[src/rtl/sprite_fetch_arbiter.sv]
// sprite_fetch_arbiter: round-robin arbiter sharing one bitmap ROM among NUM_REQ sprite row fetchers.
// Ports:
//   clk, reset  - clock; asynchronous active-high reset
//   req         - per-requester row-fetch request (level)
//   req_row     - packed {bitmap_num[2:0], row[3:0]} per requester, 7 bits each
//   gnt         - one-hot grant pulse, high during the low-byte fetch cycle
//   done        - one-hot completion pulse, row_data valid while high
//   row_data    - fetched row {high byte, low byte}, held until the next fetch completes
//   rom_addr    - byte address to the shared ROM
//   rom_bits    - ROM data, combinational in rom_addr
//   busy        - high whenever a fetch is in progress
module sprite_fetch_arbiter #(
    parameter int NUM_REQ = 4
) (
    input  logic                   clk,
    input  logic                   reset,
    input  logic [NUM_REQ-1:0]     req,
    input  logic [7*NUM_REQ-1:0]   req_row,
    output logic [NUM_REQ-1:0]     gnt,
    output logic [NUM_REQ-1:0]     done,
    output logic [15:0]            row_data,
    output logic [7:0]             rom_addr,
    input  logic [7:0]             rom_bits,
    output logic                   busy
);
    localparam int IW = (NUM_REQ > 2) ? 2 : 1;

    typedef enum logic [1:0] {IDLE, FETCH_LO, FETCH_HI} state_t;

    state_t               state_q, state_d;
    logic [IW-1:0]        owner_q, owner_d, win, idx;
    logic [6:0]           row_q, row_d;
    logic [7:0]           lo_q, lo_d, addr_q, addr_d;
    logic [15:0]          data_q, data_d;
    logic [NUM_REQ-1:0]   gnt_q, gnt_d, done_q, done_d;
    logic                 arb;

    // Scan from owner+NUM_REQ down to owner+1 so the nearest requester after the last owner wins.
    always_comb begin
        win = owner_q;
        idx = owner_q;
        for (int k = NUM_REQ; k >= 1; k--) begin
            idx = IW'((int'(owner_q) + k) % NUM_REQ);
            if (req[idx]) win = idx;
        end
    end

    always_comb begin
        state_d = state_q;
        owner_d = owner_q;
        row_d   = row_q;
        lo_d    = lo_q;
        addr_d  = addr_q;
        data_d  = data_q;
        gnt_d   = '0;
        done_d  = '0;
        arb     = (state_q == IDLE || state_q == FETCH_HI) && |req;
        if (state_q == FETCH_LO) begin
            lo_d    = rom_bits;
            addr_d  = {row_q, 1'b1};
            state_d = FETCH_HI;
        end
        if (state_q == FETCH_HI) begin
            data_d  = {rom_bits, lo_q};
            done_d  = NUM_REQ'(1) << owner_q;
            state_d = IDLE;
        end
        // Arbitration in FETCH_HI overlaps the next grant with the current done for 2-cycle throughput.
        if (arb) begin
            owner_d = win;
            row_d   = req_row[7*int'(win) +: 7];
            addr_d  = {row_d, 1'b0};
            gnt_d   = NUM_REQ'(1) << win;
            state_d = FETCH_LO;
        end
    end

    always_ff @(posedge clk or posedge reset) begin
        if (reset) begin
            state_q <= IDLE;
            owner_q <= IW'(NUM_REQ - 1);
            row_q   <= '0;
            lo_q    <= '0;
            addr_q  <= '0;
            data_q  <= '0;
            gnt_q   <= '0;
            done_q  <= '0;
        end else begin
            state_q <= state_d;
            owner_q <= owner_d;
            row_q   <= row_d;
            lo_q    <= lo_d;
            addr_q  <= addr_d;
            data_q  <= data_d;
            gnt_q   <= gnt_d;
            done_q  <= done_d;
        end
    end

    assign gnt      = gnt_q;
    assign done     = done_q;
    assign row_data = data_q;
    assign rom_addr = addr_q;
    assign busy     = state_q != IDLE;
endmodule
[config.mk]
export PLATFORM = sky130hd
export DESIGN_NAME = sprite_fetch_arbiter
export DESIGN_NICKNAME = d
export VERILOG_FILES = /design/src/rtl/sprite_fetch_arbiter.sv
export SDC_FILE = /design/constraint.sdc
export NUM_CORES = 1
export LEC_CHECK = 0
export CAP_MARGIN = 25
export CORE_MARGIN = 10
export CORE_UTILIZATION = 50
export CTS_CLUSTER_DIAMETER = 30
export DETAILED_ROUTE_END_ITERATION = 10
export PLACE_DENSITY = 0.88
export SYNTH_ARGS = -nofsm -noshare
export SYNTH_HDL_FRONTEND = slang
export SYNTH_SLANG_ARGS = --single-unit
[constraint.sdc]
create_clock -name clk -period 6 [get_ports clk]
set_input_delay 0.6 -clock clk [delete_from_list [all_inputs] [get_ports clk]]
set_output_delay 0.6 -clock clk [all_outputs]
set_load 0.05 [all_outputs]
==> metrics.md <==
| Metric | Value |
|---|---|
| Status | `complete, no violations` |
| Critical Path Sink Type | `register` |
| Met2 usage | `a little over a fifth` |
| Yosys top cell area share | `between 40 and 50%` |
| Antenna diodes | `0` |
| DRT iter0 DRCs | `about 150` |
| Max stage delay on crit path | `between 800 and 900 ps` |
| WP data required | `between 6000 and 7000 ps` |
| Critical Path, Cell by Cell | `inv_2 > ha_1 > nor2b_1 > a211oi_4 > a22o_1 > mux2i_1 > o221ai_1` |
| # Max-Cap Violations | `0` |
| Port Buffers | `74` |
| Achievable Freq | `around 0.3 GHz` |
| RSZ-0062 raised after global routing | `no` |
| CP max FO | `24` |
| Hold Fails Final Rpt | `0` |
| Worst Tran Pin Value | `between 1000 and 1500 ps` |
| Logic pwr share | `between 60% and 70%` |
| Std cell rows | `26` |
| Pin count of the biggest net entering global routing | `52` |
| NetSw | `1.036 mW` |
| Relative slew slack | `31.11%` |
| Vias in the first global route | `approximately 2000` |
| CP Buf/Inv Count | `1` |
| Syn_area_per_cell | `10.58 um^2` |
| Delay-heaviest family, CP | `compound AO/OA/AOI/OAI gates` |
| Vias | `2018` |
| Worst skew pair latency | `290 ps` |
| Final-report max-slew violation count | `0` |
| Boundary Pins | `between 70 and 80` |
| Met1 usage in global routing | `around 17%` |
| DR pass1 iterations | `4` |
| Core area | `approximately 0.0050 mm^2` |
| Final period utilization | `55.30%` |
| Post-synth EDFFs | `0` |
| Clk sinks | `~50` |
| DP HPWL | `about 4500 um` |
| TritonCTS buffer count | `5` |
| Antenna violations before repair | `0` |
| Netlist cell types | `39` |
| Layout Nets | `approximately 360` |
| CTS tree | `built` |
| Flop pwr share | `between 20% and 30%` |
| Storage element area | `around 0.0013 mm^2` |
| Hold slack | `roughly 470 ps` |
| Busiest grt layer | `met2` |
| GRT Total Usage | `about 14%` |
| Max clock buf depth | `2` |
| Setup violators final | `0` |
| Pwr/cell area | `just over 600 mW/mm^2` |
| Final ANT Viol Nets | `0` |
| Critical Path Source Type | `register` |
| Final Skew | `3.527 ps` |
| Die H | `just over 90 um` |
| Wire length per cell | `approximately 15 um` |
| Setup TNS | `0 ps` |
| Worst Hold Class | `reg2reg` |
| Cell Area, Placed | `around 0.0033 mm^2` |
| Syn-to-layout area delta | `32.85%` |
| Peak supply drop | `269.3 uV` |
| GRT overflow | `0` |
| Leak Pwr | `approximately 1.5 nW` |
| First-pass GRT wire length | `just under 10000 um` |
| Clock group share of total power | `around 8.7%` |
| Die Width | `between 90 and 100 um` |
| Crit path kind | `reg2reg` |
| Setup Fix Bufs, Post-CTS | `0` |
| Routability cong. | `roughly 0.8` |
| Residual DRC | `0` |
| Crit-path slowest cell | `a22o_1` |
| Routed WL | `around 6000 um` |
| Seq/Total Area, Yosys | `between 40 and 50%` |
| Yosys top cell by area | `dfrtp_1` |
| Multi-input gate area | `roughly 0.0012 mm^2` |
| Synth Net Count | `around 290` |
| WP data arrival | `around 3500 ps` |
| CTS resizes | `0` |
| Asr flop ratio synth | `between 90% and 100%` |
| Die area | `approximately 0.0084 mm^2` |
| Internal | `~1.1 mW` |
| Post-synthesis instance total | `around 240` |
| Share of cells above drive strength 1 | `between 10% and 20%` |
| Initial Util | `between 50 and 60%` |
| Prevailing post-synth register cell | `dfrtp_1` |
| Register bit total from synthesis | `51` |
| Yosys warning count | `0` |
| Period minus WS final | `around 3300 ps` |
| Routing usage on met3 | `under 10%` |
| Via/cell ratio | `~5.3` |
| Fill count | `383` |
| Core Util, Final | `67.74%` |
| H-Tree Depth | `2` |
| Root Driver | `clkbuf_8` |
| Post-layout instance area | `about 0.0034 mm^2` |
| Synth area leaders | `dfrtp_1, nand2_1, a211oi_1` |
| Mapped cell area | `0.002571 mm^2` |
| Worst-path clk slew | `about 80 ps` |
| Net Sw Frac | `48.92%` |
| Hold-fix buffers, CTS | `0` |
[state kept, by name, summed over array words and instances (netlist names)]
register and cells:
gnt 4, row_data 16, rom_addr 8, done 4
state_q 2, row_q 7, lo_q 8, owner_q 2
[cell usage in the layout (no fill, tap or decap), types with 2 or more instances in the layout]
cell / instances
ha_1: 4
a21o_1: 2
clkdlybuf4s50_1: 74
nand2_1: 58
nor3_1: 2
mux2i_1: 9
o221ai_1: 7
nor2b_1: 9
mux2_2: 8
inv_1: 9
a211oi_2: 7
inv_2: 3
dfrtp_1: 49
nor2_1: 5
a21oi_1: 8
clkbuf_1: 2
and3_1: 2
a211oi_1: 15
o21ai_0: 2
clkbuf_8: 5
nand2b_1: 2
a221oi_1: 7
and2_1: 4
dfstp_2: 2
[logic make-up after synthesis]
kind of cell    Yosys count  share of synthesized area (%)
simple gates             91                          17.18
compound gates           53                          18.25
flops                    51                          49.73
buf+inv                  26                          5.450
mux                      18                          7.446
fa+ha+maj                 4                          1.947
[worst paths after layout]
path                             from     endpoint  slack, ps  depth (start not counted)
max reg2reg                owner_q[1]     row_q[1]       2680                          7
max                        owner_q[1]     row_q[1]       2680                          7
max in group asynchronous       reset   owner_q[1]       4990                          3
min in group asynchronous       reset  row_data[8]        500                          2
min reg2reg                   lo_q[7]  row_data[7]        470                          2
min                           lo_q[7]  row_data[7]        470                          2
[power groups by stage]
stage	registers, mW	logic [mW]	clock network [mW]
5_1_grt	0.639	1.42	0.202
6_report	0.619	1.31	0.184
2_1_floorplan	0.945	0.675	0
3_3_place_gp	0.616	1.30	0
3_5_place_dp	0.626	1.32	0
4_1_cts	0.619	1.32	0.190
[worst register-to-register path, cell delays in order, from the launching register on]
cell      delay (ps)
dfstp_2          680
inv_2            100
ha_1             390
nor2b_1          200
a211oi_4         380
a22o_1           870
mux2i_1          380
o221ai_1         170
[cells in the mapped netlist, types with 4 or more instances]
cell	count
o221ai_1	7
nor2_1	5
a21oi_1	8
nand2_1	58
a221oi_1	7
a211oi_2	7
inv_1	10
and2_1	4
nor2b_1	10
ha_1	4
dfrtp_1	49
a211oi_1	15
mux2_2	8
mux2i_1	9
clkbuf_1	7
[through the flow]
stage / setup WS [ps] / std cells / total power, mW
finish: 2682 / 383 / 2.118
global route: 2504 / 383 / 2.261
CTS: 2705 / 382 / 2.133
detailed placement: 2725 / 374 / 1.942
global placement: 2828 / 374 / 1.911
floorplan: 3474 / 243 / 1.620
[metal layers]
metal / vias to the layer above / routed length, um
met2: 80 / 2704
met1: 943 / 2648
li1: 992 / -
met3: 3 / 513
met4: 0 / 28
met5: - / 0
[cell type report]
class	count	share of cell area, %
timing repair buffer	76	22.49
clock buffer	7	2.234
tap	70	2.564
clock inverter	1	0.1465
inverter	12	1.319
sequential	51	37.44
multi-input combinational	166	33.81
Power figures use the tool's default switching activity.
